==> config.mk <==
export PLATFORM = sky130hd
export DESIGN_NAME = bram_stream_reader
export DESIGN_NICKNAME = d
export VERILOG_FILES = /design/src/rtl/bram_stream_reader.sv
export SDC_FILE = /design/constraint.sdc
export NUM_CORES = 1
export LEC_CHECK = 0
export CORE_MARGIN = 8
export CORE_UTILIZATION = 30
export DETAILED_ROUTE_END_ITERATION = 6
export SLEW_MARGIN = 20
export SYNTH_ARGS = -nofsm -noshare
export SYNTH_HDL_FRONTEND = slang
export SYNTH_SLANG_ARGS = --single-unit
==> constraint.sdc <==
create_clock -name clk -period 4.4 [get_ports clk]
set_input_delay 0.66 -clock clk [delete_from_list [all_inputs] [get_ports clk]]
set_output_delay 0.66 -clock clk [all_outputs]
set_load 0.01 [all_outputs]
==> src/rtl/bram_stream_reader.sv <==
// Burst reader for one block-RAM port: reads COUNT words from BASE_ADDR and streams them out
// with tlast, hiding RAM latency and absorbing backpressure in a small skid FIFO.
module bram_stream_reader #(
  parameter int DW      = 32,
  parameter int DEPTH   = 1024,
  parameter int LATENCY = 2,
  parameter int FIFO_D  = 4,
  localparam int AW     = $clog2(DEPTH)
) (
  input  logic          clk,
  input  logic          rst,
  input  logic          start,
  input  logic [AW-1:0] base_addr,
  input  logic [AW:0]   count,
  output logic          busy,
  output logic          done,
  output logic          bram_en,
  output logic          bram_we,
  output logic [AW-1:0] bram_addr,
  output logic          bram_regce,
  input  logic [DW-1:0] bram_dout,
  output logic [DW-1:0] m_tdata,
  output logic          m_tvalid,
  input  logic          m_tready,
  output logic          m_tlast,
  output logic [1:0]    dbg_state
);

  // Stream handshake: a word transfers on a cycle where m_tvalid and m_tready are both high;
  // once m_tvalid rises, m_tvalid/m_tdata/m_tlast hold until that transfer happens.

  localparam int PW = $clog2(FIFO_D);
  localparam int CW = $clog2(FIFO_D + LATENCY + 1) + 1;

  typedef enum logic [1:0] {
    S_IDLE  = 2'd0,
    S_RUN   = 2'd1,
    S_DRAIN = 2'd2,
    S_DONE  = 2'd3
  } state_t;

  state_t              state;
  logic [AW:0]         cnt_r;
  logic [AW:0]         issued;
  logic [AW:0]         popped;
  logic [AW-1:0]       addr_r;
  logic [LATENCY-1:0]  vpipe;
  logic [DW-1:0]       fifo_mem [FIFO_D];
  logic [PW:0]         wr_ptr;
  logic [PW:0]         rd_ptr;
  logic [PW:0]         level;
  logic [CW-1:0]       inflight;
  logic [CW-1:0]       occ;
  logic                push;
  logic                pop;
  logic                issue;
  logic                credit_ok;
  logic                drain_empty;

  function automatic logic [AW-1:0] next_addr(input logic [AW-1:0] a);
    return (a == AW'(DEPTH - 1)) ? '0 : a + AW'(1);
  endfunction

  always_comb begin
    inflight = '0;
    for (int i = 0; i < LATENCY; i++) begin
      inflight = inflight + CW'(vpipe[i]);
    end
  end

  assign level    = wr_ptr - rd_ptr;
  assign push     = vpipe[LATENCY-1];
  assign m_tvalid = (level != '0);
  assign pop      = m_tvalid && m_tready;

  // Occupancy after this cycle if no read were issued: pushes only move words from
  // in-flight into the FIFO, so the sum changes only by this cycle's pop.
  assign occ       = inflight + CW'(level) - CW'(pop);
  assign credit_ok = (occ < CW'(FIFO_D));

  // The first read goes out in the start cycle itself so the first word reaches
  // m_tvalid LATENCY+1 cycles after start.
  always_comb begin
    issue = 1'b0;
    if (!rst) begin
      if (state == S_IDLE) begin
        issue = start && (count != '0);
      end else if (state == S_RUN) begin
        issue = (issued < cnt_r) && credit_ok;
      end
    end
  end

  assign drain_empty = (inflight == '0) && (level == {{PW{1'b0}}, pop});

  assign bram_en    = issue;
  assign bram_we    = 1'b0;
  assign bram_regce = 1'b1;
  assign bram_addr  = (state == S_IDLE) ? base_addr : addr_r;

  assign m_tdata   = fifo_mem[rd_ptr[PW-1:0]];
  assign m_tlast   = m_tvalid && (popped == cnt_r - (AW+1)'(1));
  assign busy      = (state == S_RUN) || (state == S_DRAIN);
  assign done      = (state == S_DONE);
  assign dbg_state = state;

  always_ff @(posedge clk) begin
    if (push && !rst) begin
      fifo_mem[wr_ptr[PW-1:0]] <= bram_dout;
    end
  end

  always_ff @(posedge clk) begin
    if (rst) begin
      state  <= S_IDLE;
      cnt_r  <= '0;
      issued <= '0;
      popped <= '0;
      addr_r <= '0;
      vpipe  <= '0;
      wr_ptr <= '0;
      rd_ptr <= '0;
    end else begin
      vpipe[0] <= issue;
      for (int i = 1; i < LATENCY; i++) begin
        vpipe[i] <= vpipe[i-1];
      end
      wr_ptr <= wr_ptr + (PW+1)'(push);
      rd_ptr <= rd_ptr + (PW+1)'(pop);
      if (pop) begin
        popped <= popped + (AW+1)'(1);
      end

      case (state)
        S_IDLE: begin
          if (start) begin
            cnt_r  <= count;
            popped <= '0;
            issued <= {{AW{1'b0}}, issue};
            addr_r <= next_addr(base_addr);
            state  <= (count == '0) ? S_DONE : S_RUN;
          end
        end
        S_RUN: begin
          if (issue) begin
            issued <= issued + (AW+1)'(1);
            addr_r <= next_addr(addr_r);
          end
          if (issued == cnt_r) begin
            state <= S_DRAIN;
          end
        end
        S_DRAIN: begin
          if (drain_empty) begin
            state <= S_DONE;
          end
        end
        default: begin
          state <= S_IDLE;
        end
      endcase
    end
  end

  a_no_overflow: assert property (@(posedge clk) disable iff (rst)
    !(push && !pop && (level == (PW+1)'(FIFO_D))));

endmodule
-- Word level (Yosys, flattened, before mapping)
Memories as Yosys holds them, arrays and structs flattened. A register that Yosys moved wholly into a read port is not among the register bits.
Index checks and enable logic that the tools add are counted.
- register bits: 53
- bits in latches: 0
- bits in writable memories: 128
- bits in read-only memories: 0
- bits of input ports: 57
- output and inout bits: 51
- memories: 1
- add/sub/neg operators: 11
- multipliers: 0
- divide/modulo/power cells: 0
- $lt $le $gt $ge: 2
- eq/ne operators: 12
- shift operators: 0
- multiplexer cells: 23
- bitwise gates (word level): 0
- reduce and logical (&&, ||, !) cells: 17
- memory list (memory ; words ; width ; rd ports ; clocked after Yosys merged registers in ; write ports ; RTL line ; source):
    fifo_mem ; 4 ; 32 ; 1 ; 1 ; 1 ; 48 ; logic [DW-1:0] fifo_mem [FIFO_D];
- operators by type and width (kind ; count):
    2-to-1 mux 11 bit ; 5
    2-to-1 mux 10 bit ; 5
    adder 11 x 1 -> 11 bit, second input constant ; 2
    equality test 11 bit ; 2
    case mux 11 bit (2 select lines) ; 1
    adder 10 x 1 -> 10 bit, second input constant ; 2
    equality test 10 bit, second input constant ; 2
    case mux 10 bit (2 select lines) ; 1
    zero test 11 bit ; 1
    < comparator 11 bit ; 1
    nonzero test 11 bit ; 1
    subtractor 11 x 1 -> 11 bit, second input constant ; 1
    2-to-1 mux 2 bit ; 5
    adder 3 x 1 -> 3 bit ; 2
    logical AND 1 bit ; 6
    inequality test 2 bit, second input constant ; 3
    case mux 2 bit (3 select lines) ; 1
    AND reduction 3 bit ; 2
    2-to-1 mux 1 bit ; 5
    adder 2 x 3 -> 4 bit ; 1
    equality test 2 bit, second input constant ; 2
    zero test 4 bit ; 1
    < comparator 4 x 3 -> 1 bit, second input constant ; 1
    subtractor 4 x 1 -> 4 bit ; 1
    11 further kinds ; 11

-- Longest topological paths before layout
Gate-level depths: netlist (run 1).
- depth in word-level cells: 11
- depth in mapped cells: 18
- depth with buffers taken out: 16

-- Worst setup path after synthesis (run 1)
Ideal clock, no wire load.
- kind: input -> register
- from: input rst
- to: memory fifo_mem[0][0] (enable)
- setup time: 0.502 ns
- data arrival time: 4.174 ns
- setup slack: -0.275 ns
- cell stages on the path: 3
- buffers on the path: 2
- path through: clkbuf_1 clkbuf_1 nor4_1
- word-level cells in the longest chain between the ends: 4
- ends and longest elaborated chain (what ; RTL line ; source):
    from (decl) ; 11 ; input logic rst,
    zero test 1 bit ; 108 ; if (push && !rst) begin
    logical AND 1 bit ; 108 ;
    2-to-1 mux 1 bit ; 108 ;
    2-to-1 mux 1 bit (not written as such) ; 109 ; fifo_mem[wr_ptr[PW-1:0]] <= bram_dout;
    to (decl) ; 48 ;
No other way between the ends.

-- Final worst setup path (run 1)
- from: register wr_ptr[0]
- to: output bram_en
- word-level cells in the longest chain between the ends: 9
- elaborated cells between the ends (all ways): 10
- ends and longest elaborated chain (what ; RTL line ; source):
    from (decl) ; 49 ; logic [PW:0] wr_ptr;
    from (signal assigned) ; 128 ; wr_ptr <= wr_ptr + (PW+1)'(push);
    subtractor 3 bit * ; 71 ; assign level = wr_ptr - rd_ptr;
    parallel branches: the longest is 2 deep, another holds adder 2 x 3 -> 4 bit ; n/a ;
    subtractor 4 x 1 -> 4 bit * ; 78 ; assign occ = inflight + CW'(level) - CW'(pop);
    < comparator 4 x 3 -> 1 bit * ; 79 ; assign credit_ok = (occ < CW'(FIFO_D));
    logical AND 1 bit * ; 89 ; issue = (issued < cnt_r) && credit_ok;
    2-to-1 mux 1 bit * ; 88 ; end else if (state == S_RUN) begin
    2-to-1 mux 1 bit * ; 86 ; if (state == S_IDLE) begin
    2-to-1 mux 1 bit * ; 85 ; if (!rst) begin
    to (decl) ; 17 ; output logic bram_en,
Mark *: on every way between the ends.

==> metrics.txt, run 1 <==
first-pass GRT wire length=29.5 mm; fin nets=approximately 840; synthesized flop and latch total=between 150 and 200; Core Region=between 20000 and 30000 sq um; clock tree buffer depth=2; Tcrit/Tclk final=0.958; hold_buf cts=0; CTS tree=done; Mapped Nets=around 720; Reg2Reg Launch Point=wr_ptr[0]; pin count of the biggest net entering global routing=35; Slew HR=0.515; synthesis warning total=0; number of global-route vias before repair=around 5.4k; crit path capture type=output pin; adder-cell share of the synthesized area=0.0489; layout cells sized above 1=0.148; worst slew pin tran=between 700 and 800 ps; status=finished, final reports clean; clk slew on worst S/H paths=70 ps; post-synthesis compound-gate area fraction=0.0769; IO Port Bufs=105; fill cell count=between 2k and 3k; async set or reset register ratio after synthesis=0; TritonRoute pass-1 iters=5; placed cell area=between 9000 and 10000 sq um; Core Rows=between 60 and 70; gr ovfl total=0; Initial DRC Count=between 200 and 300; die width=~180 microns; WL/cell=roughly 16 microns; worst-path fanout max=4; Final Max Slew Viols=0; fmax=around 0.24 GHz; Synth Flop Type=edfxtp_1; part of the Yosys area used for sequential elements=0.589; fin area=between 10000 and 15000 sq um; CTS Buf Count=17; Hold Path Class=reg -> reg; minimum clock period=between 4000 and 5000 ps; Fin. Hold Viols=0; Setup crit start kind=flop; worst clock skew=~12 ps; leakage=0.00354 uW; final setup fails=0; post-synthesis instance total=~640; R2R setup slack=around 560 ps; WP data arrival=~3600 ps; largest family of logic cells by synthesized area=simple AND/OR/NAND/NOR gates; H-tree depth=4; Netlist Area Pre-Place=roughly 8300 sq um; clk_lat worst skew=approximately 430 ps; Die Footprint=about 33000 sq um; CTS root buffer=clkbuf_16; routability congestion estimate=about 0.80; Clock Sinks=between 150 and 200; syn avg cell area=roughly 13 sq um; initial antenna violation count=0; Final ANT Viol Nets=0; drt total wl=approximately 18 mm; worst hold path depth=2; worst hold slack=473 ps; initial core utilization=0.302; vias per inst=between 4 and 5; max_cap viols=0; mux share of post-synthesis cell area=0.104; Req. time, crit path=approximately 3700 ps; Total GRT Usage=0.112; Post-synth EDFFs=between 100 and 150; reg2reg path depth=16; I/O pins=roughly 110; Synth Area in XOR/XNOR=0.0365; DRC Markers=0; post-synthesis simple-gate area fraction=0.116; Hold EP=vpipe[1]; worst r2r dst=issued[8]; crit path kind=reg -> out; Die Span Y=183 microns; detailed placement HPWL=between 10 and 15 mm; Peak VDD IR=~0.00024 V; synthesis-to-finish area growth=26.0%; detailed-route via count=roughly 5.4k; post-synth cell types=66; HP Start=vpipe[0]; Pwr Density=slightly above 500 nW/um^2; Antenna diodes=0
how the worst max path moves through the flow:
stage | from | to
after floorplan | rst | fifo_mem[0][0]
after global placement | wr_ptr[0] | bram_en
after detailed placement | wr_ptr[0] | bram_en
after CTS | wr_ptr[0] | bram_en
after global routing | wr_ptr[0] | bram_en
final | wr_ptr[0] | bram_en
area by class of cell:
type / instances / area (sq um) / area share
timing repair buffer: 119 / 1150 / 0.110
sequential: 181 / 4910 / 0.467
tap: 378 / 473 / 0.0450
inverter: 30 / 113 / 0.0107
multi-input combinational: 397 / 3240 / 0.308
clock buffer: 17 / 425 / 0.0405
clock inverter: 15 / 193 / 0.0184
flip-flops by register name (all words and copies together) (netlist names):
| signal | count |
|---|---|
| vpipe | 2 |
| cnt_r | 11 |
| fifo_mem | 128 |
| wr_ptr | 3 |
| issued | 11 |
| rd_ptr | 3 |
| dbg_state | 2 |
| popped | 11 |
| addr_r | 10 |
synth_stat cells, drive strengths merged (15+ instances only):
library cell	count	area [sq um]
a21oi	25	129
nand3	25	130
xnor2	17	149
xor2	15	131
mux4	32	721
clkbuf	16	60.1
nand2	63	236
nor2	34	128
dfxtp	53	1060
ha	31	388
edfxtp	128	3840
o21ai	17	85.1
inv	30	113
worst max-delay path, stage by stage (launching register included):
cell and delay [ps]:
dfxtp_2 370, inv_1 100, ha_1 220, fa_1 380, xnor3_2 250, nand3_1 110
nand2_1 80, inv_2 70, ha_1 130, inv_1 40, ha_1 270, nor3b_2 160
o21ai_0 210, o311ai_2 180, nor4_2 350, buf_2 200
per-stage QoR:
step / setup slack, ps / utilization / total power [uW] / instances / TNS, ps
after detailed placement: 129 / 0.358 / 3940 / 1105 / 0
after global placement: 193 / 0.358 / 3920 / 1105 / 0
final: 185 / 0.381 / 5430 / 1137 / 0
after global routing: -55.4 / 0.381 / 5760 / 1137 / -55.4
after CTS: 19.3 / 0.380 / 5510 / 1137 / 0
after floorplan: -275 / - / 3240 / 635 / -35260
layout by cell type, fill, tap and decap left out, types with 3 or more instances in the layout:
master	netlist	layout
inv_8	0	4
a21oi_1	24	24
o211ai_2	3	3
buf_4	3	14
dfxtp_2	0	3
or3_1	5	5
clkdlybuf4s50_1	0	104
ha_1	31	31
a21o_1	8	8
edfxtp_1	128	128
nand3_1	24	24
mux2i_1	3	3
nand4_1	10	10
dfxtp_1	53	50
nand2_1	63	63
nor2_1	34	34
mux2_2	10	10
o22ai_1	6	6
inv_1	29	29
nor4_1	8	4
nand2b_1	6	6
nor4_2	1	5
and2_1	7	7
o21ai_0	11	11
mux4_2	32	32
a31oi_1	3	3
clkbuf_16	0	17
and3_1	5	5
xnor2_1	17	17
a32o_1	6	6
clkinv_8	0	5
o21ai_1	6	6
o31ai_1	4	4
xor2_1	15	15
nor3_1	5	5
nor2b_1	11	11
what timing repair did:
action                     4_1_cts  5_1_grt
resized for setup                1        7
pin swaps                        1        2
buffers inserted                 0        0
setup endpoints to repair        1        1
cloned                           0        0
layer usage:
metal	vias up	share of wire	track usage	wire, microns
met4	0	0.0070	0.0285	129
met3	9	0.050	0.0316	920
met5	-	0	0	0
met2	132	0.49	0.188	8980
met1	2686	0.45	0.140	8360
li1	2617	-	-	-
cells by family after synthesis:
kind of cell    after synthesis
fa+ha+maj                    32
buf+inv                      57
compound gates               93
flops                       181
other cells                   2
simple gates                192
mux                          45
xor+xnor                     33
power breakdown:
group	switching (uW)	total (uW)	internal [uW]
logic	914	1830	914
registers	124	2060	1930
clock network	762	1540	782
total	1800	5430	3630
Power figures use the tool's default switching activity.
==> run 2: changes to the inputs <==
--- a/config.mk
+++ b/config.mk
@@ -5,6 +5,7 @@
 export SDC_FILE = /design/constraint.sdc
 export NUM_CORES = 1
 export LEC_CHECK = 0
+export CORE_ASPECT_RATIO = 0.6
 export CORE_MARGIN = 8
 export CORE_UTILIZATION = 30
 export DETAILED_ROUTE_END_ITERATION = 6
==> run 2 against run 1 <==
Clock power is 4% higher. Routed wire length rose by 6.4%. Global-route usage increased by 0.26 points. Cell area hardly changed. Highest routed layer is now met5. Sequential cell count did not move. Worst hold slack better by 5.3 ps. Critical path type unchanged.
==> metrics.txt, run 2 (synthesis gave the netlist of run 1 again) <==
Final Max Slew Viols=0; worst clock skew=about 12 ps; Peak VDD IR=0.000243 V; Fin. Hold Viols=0; CTS Buf Count=17; first-pass GRT wire length=between 30 and 40 mm; Core Region=between 20000 and 30000 sq um; RSZ-0062 raised after global routing=no; worst hold path depth=2; Reg2Reg Launch Point=wr_ptr[0]; Req. time, crit path=about 3700 ps; DRC Markers=0; Hold EP=vpipe[1]; H-tree depth=4; initial core utilization=0.303; Clock Sinks=about 180; CTS root buffer=clkbuf_16; routability congestion estimate=0.802; worst-path fanout max=4; Die Footprint=33500 sq um; clk slew on worst S/H paths=about 70 ps; initial antenna violation count=1; pin count of the biggest net entering global routing=36; Finished Core Util=0.382; crit path capture type=output pin; WL/cell=approximately 17 microns; final setup fails=0; max_cap viols=0; detailed-route via count=approximately 5.4k; status=finished, final reports clean; Initial DRC Count=around 460; fin nets=835; worst slew pin tran=roughly 700 ps; I/O pins=approximately 110; Final ANT Viol Nets=0; Pwr Density=between 500 and 600 nW/um^2; R2R setup slack=roughly 570 ps; Power Total=between 5000 and 6000 uW; Setup crit start kind=flop; most frequent cells in the layout=edfxtp_1, clkdlybuf4s50_1, nand2_1; drt total wl=19.6 mm; clk_lat worst skew=between 400 and 500 ps; Hold Path Class=reg -> reg; HP Start=vpipe[0]; reg2reg path depth=16; Core Rows=between 40 and 50; IO Port Bufs=105; WP data arrival=about 3500 ps; synthesis-to-finish area growth=25.9%; TritonRoute pass-1 iters=5; fmax=approximately 0.24 GHz; Slew HR=0.529; vias per inst=slightly below 5; Antenna diodes=0; CTS tree=done; number of global-route vias before repair=5245; leakage=~0.0036 uW; Total GRT Usage=0.115; gr ovfl total=0; Tcrit/Tclk final=0.940; worst r2r dst=addr_r[6]; commonest non-fill, non-tap cell in the layout=edfxtp_1; detailed placement HPWL=between 10 and 15 mm; die width=roughly 230 microns; crit path kind=reg -> out; hold_buf cts=0; clock tree buffer depth=2; Die Span Y=roughly 150 microns; minimum clock period=4130 ps; layout cells sized above 1=0.146; max reg flops=128
==> run 2: timing repair <==
item / 4_1_cts / 5_1_grt
buffers inserted: 0 / 1
pin swaps: 1 / 1
hold endpoints to repair: 0 / 0
resized for setup: 3 / 6
setup endpoints to repair: 1 / 1
==> run 2: how the worst max path moves through the flow <==
stage	startpoint	end	slack, ps	depth (start not counted)
2_1_floorplan	rst	fifo_mem[0][0]	-280	3
3_3_place_gp	wr_ptr[0]	bram_en	150	16
3_5_place_dp	wr_ptr[0]	bram_en	80	16
4_1_cts	wr_ptr[0]	bram_en	70	16
5_1_grt	wr_ptr[0]	bram_en	30	16
6_report	wr_ptr[0]	bram_en	270	16
==> run 2: cell type report <==
cell class / count / area, sq um
well taps: 367 / 459
clock inverters: 14 / 189
flip-flops and latches: 181 / 4910
multi-input cells: 397 / 3240
repair buffers: 119 / 1150
inverters: 30 / 113
fillers: 2586 / 17000
clock buffers: 17 / 425
==> run 2: critical path: stages (launching register included) <==
cell	delay, ps
dfxtp_4	370
inv_1	80
ha_1	210
fa_1	360
xnor3_2	230
nand3_1	110
nand2_1	80
inv_2	70
ha_1	140
inv_1	40
ha_1	280
nor3b_4	200
o32a_1	190
o311ai_2	130
nor4_2	250
buf_4	170
clkbuf_2	130
==> run 2: layer usage <==
metal | GRT usage | up-vias | share of wire
li1 | - | 2617 | -
met1 | 0.175 | 2665 | 0.53
met2 | 0.154 | 133 | 0.41
met3 | 0.0370 | 12 | 0.057
met4 | 0.0234 | 2 | 0.0061
met5 | 0 | - | 0.00061
==> run 2: report_power, final <==
part	leakage, uW	internal (uW)	switching (uW)	total (uW)
Combinational	0.00167	924	938	1860
Clock	0.000301	913	686	1600
Sequential	0.00158	1930	132	2070
==> run 2: per-stage QoR <==
step                      setup WS (ps)  hold slack, ps  area [sq um]  setup TNS (ps)  instances
final                               266             479         10500               0       1125
after global routing               27.9             498         10500               0       1125
after CTS                          66.0             483         10500               0       1124
after detailed placement           82.0             463          9840               0       1093
after global placement              152             465          9840               0       1093
after floorplan                    -275             441          8330          -35260        635
